### src/rtl/adc_spi_responder.sv
// adc_spi_responder: SPI responder emulating an 8-channel, 12-bit serial ADC
// (ADC128S022 style). SCLK, CS_N and DIN are synchronised into clk_clk and
// their edges drive a frame shifter. Each frame returns the channel addressed
// in the previous frame. The first frame after CS_N falls always returns
// channel 0.
module adc_spi_responder #(
  parameter int unsigned NUM_CH      = 8,
  parameter int unsigned DATA_W      = 12,
  parameter int unsigned FRAME_BITS  = 16,
  parameter int unsigned SYNC_STAGES = 2
) (
  input  logic                     clk_clk,
  input  logic                     reset_reset,
  input  logic                     adc_sclk,
  input  logic                     adc_cs_n,
  input  logic                     adc_din,
  output logic                     adc_dout,
  input  logic [NUM_CH*DATA_W-1:0] ch_data,
  output logic                     sample_strobe,
  output logic [2:0]               sample_ch,
  output logic                     frame_active,
  output logic [7:0]               abort_count
);

  localparam logic [0:0] S_IDLE   = 1'b0;
  localparam logic [0:0] S_ACTIVE = 1'b1;

  localparam int unsigned CNT_W    = $clog2(FRAME_BITS);
  localparam int unsigned SETTLE_W = $clog2(SYNC_STAGES + 2);
  localparam logic [CNT_W-1:0]    LAST_BIT    = CNT_W'(FRAME_BITS - 1);
  localparam logic [SETTLE_W-1:0] SETTLE_DONE = SETTLE_W'(SYNC_STAGES + 1);

  logic [SYNC_STAGES-1:0] sclk_sync_q, sclk_sync_d;
  logic [SYNC_STAGES-1:0] cs_sync_q,   cs_sync_d;
  logic [SYNC_STAGES-1:0] din_sync_q,  din_sync_d;
  logic                   sclk_prev_q, sclk_prev_d;
  logic                   cs_prev_q,   cs_prev_d;
  logic [SETTLE_W-1:0]    settle_q,    settle_d;
  logic                   armed_q,     armed_d;

  logic [0:0]             state_q,     state_d;
  logic [FRAME_BITS-1:0]  shifter_q,   shifter_d;
  logic [CNT_W-1:0]       bit_cnt_q,   bit_cnt_d;
  logic [CNT_W-1:0]       rise_cnt_q,  rise_cnt_d;
  logic [2:0]             next_ch_q,   next_ch_d;
  logic [2:0]             sample_ch_q, sample_ch_d;
  logic                   strobe_q,    strobe_d;
  logic [7:0]             abort_q,     abort_d;

  logic                   sclk_s, cs_s, din_s, settled;
  logic                   sclk_rise, sclk_fall, cs_rise, cs_fall;
  logic [2:0]             load_ch;
  logic [DATA_W-1:0]      sel_word;
  logic [FRAME_BITS-1:0]  load_word;

  // Synchroniser chains, previous-value registers and the post-reset settle gate
  always_comb begin
    sclk_sync_d = SYNC_STAGES'({sclk_sync_q, adc_sclk});
    cs_sync_d   = SYNC_STAGES'({cs_sync_q, adc_cs_n});
    din_sync_d  = SYNC_STAGES'({din_sync_q, adc_din});
    sclk_s      = sclk_sync_q[SYNC_STAGES-1];
    cs_s        = cs_sync_q[SYNC_STAGES-1];
    din_s       = din_sync_q[SYNC_STAGES-1];
    sclk_prev_d = sclk_s;
    cs_prev_d   = cs_s;
    settled     = (settle_q == SETTLE_DONE);
    settle_d    = settled ? settle_q : settle_q + SETTLE_W'(1);
    // A frame may only start once CS_N has been seen high after reset
    armed_d     = armed_q | (settled & cs_s);
    sclk_rise   = sclk_s & ~sclk_prev_q;
    sclk_fall   = ~sclk_s & sclk_prev_q;
    cs_rise     = cs_s & ~cs_prev_q;
    cs_fall     = ~cs_s & cs_prev_q;
  end

  // Channel word to snapshot: channel 0 on frame start, else the addressed one
  always_comb begin
    load_ch  = (state_q == S_IDLE) ? 3'd0 : next_ch_q;
    sel_word = '0;
    for (int unsigned k = 0; k < NUM_CH; k++) begin
      if (k == 32'(load_ch)) sel_word = ch_data[k*DATA_W +: DATA_W];
    end
    load_word = {{(FRAME_BITS-DATA_W){1'b0}}, sel_word};
  end

  // Frame control: start, shift, reload, CS_N-rise end/abort
  always_comb begin
    state_d     = state_q;
    shifter_d   = shifter_q;
    bit_cnt_d   = bit_cnt_q;
    rise_cnt_d  = rise_cnt_q;
    next_ch_d   = next_ch_q;
    sample_ch_d = sample_ch_q;
    strobe_d    = 1'b0;
    abort_d     = abort_q;
    case (state_q)
      S_IDLE: begin
        // A simultaneous SCLK fall is ignored: load only, no shift
        if (armed_q && cs_fall) begin
          state_d     = S_ACTIVE;
          shifter_d   = load_word;
          bit_cnt_d   = '0;
          rise_cnt_d  = '0;
          next_ch_d   = '0;
          sample_ch_d = '0;
          strobe_d    = 1'b1;
        end
      end
      default: begin
        if (cs_rise) begin
          // Either counter non-zero means the frame was cut short or unbalanced
          if (bit_cnt_q != '0 || rise_cnt_q != '0) begin
            abort_d = (abort_q == 8'hFF) ? abort_q : abort_q + 8'd1;
          end
          state_d = S_IDLE;
        end else begin
          if (sclk_rise) begin
            // Rises 3..5 carry ADD2..ADD0
            if (rise_cnt_q == CNT_W'(2) || rise_cnt_q == CNT_W'(3) ||
                rise_cnt_q == CNT_W'(4)) begin
              next_ch_d = {next_ch_q[1:0], din_s};
            end
            rise_cnt_d = (rise_cnt_q == LAST_BIT) ? '0 : rise_cnt_q + CNT_W'(1);
          end
          if (sclk_fall) begin
            if (bit_cnt_q == LAST_BIT) begin
              shifter_d   = load_word;
              bit_cnt_d   = '0;
              sample_ch_d = next_ch_q;
              strobe_d    = 1'b1;
            end else begin
              shifter_d = {shifter_q[FRAME_BITS-2:0], 1'b0};
              bit_cnt_d = bit_cnt_q + CNT_W'(1);
            end
          end
        end
      end
    endcase
  end

  // State registers with synchronous active-high reset
  always_ff @(posedge clk_clk) begin
    if (reset_reset) begin
      sclk_sync_q <= '1;
      cs_sync_q   <= '1;
      din_sync_q  <= '1;
      sclk_prev_q <= 1'b1;
      cs_prev_q   <= 1'b1;
      settle_q    <= '0;
      armed_q     <= 1'b0;
      state_q     <= S_IDLE;
      shifter_q   <= '0;
      bit_cnt_q   <= '0;
      rise_cnt_q  <= '0;
      next_ch_q   <= '0;
      sample_ch_q <= '0;
      strobe_q    <= 1'b0;
      abort_q     <= '0;
    end else begin
      sclk_sync_q <= sclk_sync_d;
      cs_sync_q   <= cs_sync_d;
      din_sync_q  <= din_sync_d;
      sclk_prev_q <= sclk_prev_d;
      cs_prev_q   <= cs_prev_d;
      settle_q    <= settle_d;
      armed_q     <= armed_d;
      state_q     <= state_d;
      shifter_q   <= shifter_d;
      bit_cnt_q   <= bit_cnt_d;
      rise_cnt_q  <= rise_cnt_d;
      next_ch_q   <= next_ch_d;
      sample_ch_q <= sample_ch_d;
      strobe_q    <= strobe_d;
      abort_q     <= abort_d;
    end
  end

  assign adc_dout      = (state_q == S_ACTIVE) & shifter_q[FRAME_BITS-1];
  assign frame_active  = (state_q == S_ACTIVE);
  assign sample_strobe = strobe_q;
  assign sample_ch     = sample_ch_q;
  assign abort_count   = abort_q;

endmodule

### config.mk
export PLATFORM = sky130hd
export DESIGN_NAME = adc_spi_responder
export DESIGN_NICKNAME = d
export VERILOG_FILES = /design/src/rtl/adc_spi_responder.sv
export SDC_FILE = /design/constraint.sdc
export NUM_CORES = 1
export LEC_CHECK = 0
export BUFFER_PORTS_ARGS = -buffer_cell sky130_fd_sc_hd__buf_2
export CAP_MARGIN = 25
export CORE_AREA = 4 4 84 86
export CTS_CLUSTER_DIAMETER = 60
export DETAILED_ROUTE_END_ITERATION = 10
export DIE_AREA = 0 0 88 90
export PLACE_DENSITY_LB_ADDON = 0.25
export SYNTH_ARGS = -nofsm -noshare
export SYNTH_HDL_FRONTEND = slang
export SYNTH_SLANG_ARGS = --single-unit
### constraint.sdc
create_clock -name clk_clk -period 3.6 [get_ports clk_clk]
set_input_delay 0 -clock clk_clk [delete_from_list [all_inputs] [get_ports clk_clk]]
set_output_delay 0 -clock clk_clk [all_outputs]
set_load 0.02 [all_outputs]
==> metrics.txt <==
Final Wtd Congestion=0.819; simple-gate share of the synthesized area=22.1%; antenna violations before repair=0; Post-Synthesis Cells=between 400 and 500; synthesized-area fraction occupied by adder cells=2.58%; unrepaired setup endpoints after global routing=false; die width=~88 um; startpoint types=flop; Post-CTS Resized=0; ys async rst share=0%; outcome=completed; Worst Path Arrival=2.70 ns; Worst Max-Slew Pin Slew=1.00 ns; FMAX=0.404 GHz; leading cell type in the layout, fill and taps excluded=buf_2; Pwr Total=0.00105 W; top cell type by total area after synthesis=dfxtp_1; drt drc=0; Final Cell Area=slightly above 4000 um2; Routed Wire Length=9.22 mm; Port Buf Inserts=114; Synth area leaders=dfxtp_1 30%, a211o_1 5.7%, a21oi_1 5.0%, nor2b_1 4.4%, o21ai_0 3.8%; Cell Chain, Critical Path=buf_4, and2_1, o21bai_1, a221o_1, a211o_1, a21oi_1; xor/xnor share of the synthesized area=3.36%; CP max FO=35; HP Class=in -> reg; CP peak stage delay=around 0.85 ns; vias in the first global route=3217; DPL Wire Length=6.74 mm; final count of hold timing violations=0; Yosys Warn Count=0; ant diodes=0; nature of the critical path endpoint=flop; routed via count=3386; Final TNS setup=0 ns; area of the core=6280 um2; P_leak=between 1.5 and 2 nW; Post-CTS Setup Bufs=0; Critical Path RT=3.83 ns; Worst VDD drop=0.266 mV; Critical-path top delay cell=and2_1; total die area=7920 um2; Synth-to-Final Area Change=18.7%; number of distinct library cells after synthesis=49; TritonRoute pass-1 iters=4; initial DRC count=307; initial core utilization=a little over half; clk slew on worst S/H paths=~0.090 ns; htree depth=2; worst setup margin=roughly 1.1 ns; Max Root-Sink Buffers=2; final worst clock skew=0.00765 ns; Seq/Total Area, Yosys=30.1%; post-route ant nets=0; Max Cap Viol=0; largest family of logic cells by synthesized area=compound AO/OA/AOI/OAI gates; hold_buf cts=3; Slew HR=33.3%; Crit Path Class=reg -> reg; Site Rows=29; clk root buf=clkbuf_8; most frequent cells in the layout=114 x buf_2, 51 x dfxtp_1, 34 x a21oi_1; first-pass GRT wire length=14.8 mm; die height=90 um; clock buffer count from CTS=5; total grt overflow=0; Nets=620; Pwr per Cell Area=261 nW/um2; routed len/inst=approximately 16 um; Setup-failing EPs final=0; Synth Area in Compound Gates=31.8%; post-synth top area share=30.1%; layout cells sized above 1=29.6%; Skew-Pair Late Insertion Delay=0.30 ns; WHS=0.101 ns; most common flop cell mapped by yosys=dfxtp_1; pre-CTS WS=about 1.2 ns; number of synthesized flops with an enable pin=0; fin crit period=between 2 and 2.5 ns; largest net degree at the start of global routing=60; CTS sink cnt=51; All-Layer GR Usage=22.3%; CTS tree=built; Final Max Slew Viols=0; num ports=115; mux contribution to synthesized area=2.77%; Placed Area=3910 um2; vias per cell=5.74; syn_nets=525; Avg Synthesized Cell Area=8.13 um2; Final period util=68.7%; Synth Cell Area=between 3000 and 4000 um2; Yosys reg bits=51
[logic make-up (layout without fill, tap and decap cells)]
logic type               Yosys count  count (layout)
XOR/XNOR                          13              13
adder cells (fa/ha/maj)            7               7
AND/OR/NAND/NOR                  141             141
flip-flops                        51              51
buffers and inverters             52             148
AO/OA/AOI/OAI                    145             145
multiplexers                       8               8
[synth_stat cells, types with 2 or more instances]
library cell	number
a41o_1	2
clkbuf_2	2
a221oi_1	11
a211o_1	22
nand2_1	29
buf_4	3
or2_2	9
o21ai_0	26
inv_1	18
o21bai_1	4
a2bb2oi_1	11
ha_1	7
nor3_1	5
nor2b_1	24
nand3_1	9
xor2_1	4
buf_2	11
nor2_1	29
nand4_1	5
a21boi_0	11
mux2i_1	6
xnor2_1	9
and2_1	4
a221o_1	11
clkbuf_1	15
nor4_1	3
nand2b_1	12
dfxtp_1	51
o21bai_2	7
nor3b_1	5
a21oi_1	34
[power breakdown]
part	internal, W	total (W)	switching [W]
Sequential	0.000576	0.000583	0.00000705
Combinational	0.0000855	0.000149	0.0000636
Clock	0.000133	0.000318	0.000185
Total	0.000795	0.00105	0.000256
[worst paths after layout]
kind	startpoint	endpoint	slack (ns)	cells past startpoint
worst max-delay path	frame_active$_SDFF_PP0_	shifter_q[3]$_SDFFE_PP0P_	1.13	6
worst min-delay path	ch_data[91]	shifter_q[7]$_SDFFE_PP0P_	0.10	4
worst max register to register	frame_active$_SDFF_PP0_	shifter_q[3]$_SDFFE_PP0P_	1.13	6
worst min register to register	sclk_sync_q[0]$_SDFF_PP1_	sclk_sync_q[1]$_SDFF_PP1_	0.42	1
[area by class of cell]
type                       count  area (um2)
multi-input combinational    314        2120
clock inverter                 3        15.0
tap                           77        96.3
clock buffer                   5        68.8
fill                         567        2250
sequential                    51        1020
inverter                      19        71.3
timing repair buffer         121         631
[state kept, by name, indices dropped and copies added, names as in the netlist]
register and cells:
armed_q 1, din_sync_q 2, sclk_prev_q 1, shifter_q 16, next_ch_q 3, sample_strobe 1
sample_ch 3, abort_count 8, frame_active 1, cs_sync_q 2, sclk_sync_q 2, cs_prev_q 1
bit_cnt_q 4, settle_q 2, rise_cnt_q 4
[routing by layer]
| metal | vias to the layer above | part of all wire [%] | wire length, um | GRT usage, % |
|---|---|---|---|---|
| li1 | 1691 | - | - | - |
| met2 | 147 | 44 | 4100 | 34.9 |
| met4 | 0 | 1.2 | 110 | 6.39 |
| met3 | 10 | 11 | 981 | 4.75 |
| met1 | 1538 | 44 | 4040 | 30.6 |
| met5 | - | 0 | 0 | 0 |
[through the flow]
stage / instances / util (%)
after floorplan: 417 / -
after global placement: 579 / 62.3
after detailed placement: 579 / 62.3
after CTS: 590 / 64.1
after global routing: 590 / 64.1
final: 590 / 64.1
[worst max-delay path: cells and delay by family, from the launching register on]
kind	cells	cell delay [ns]
AO/OA/AOI/OAI	4	0.91
buffers and inverters	1	0.32
flip-flops	1	0.32
AND/OR/NAND/NOR	1	0.85
No activity file was read; power rests on OpenSTA's default activity.
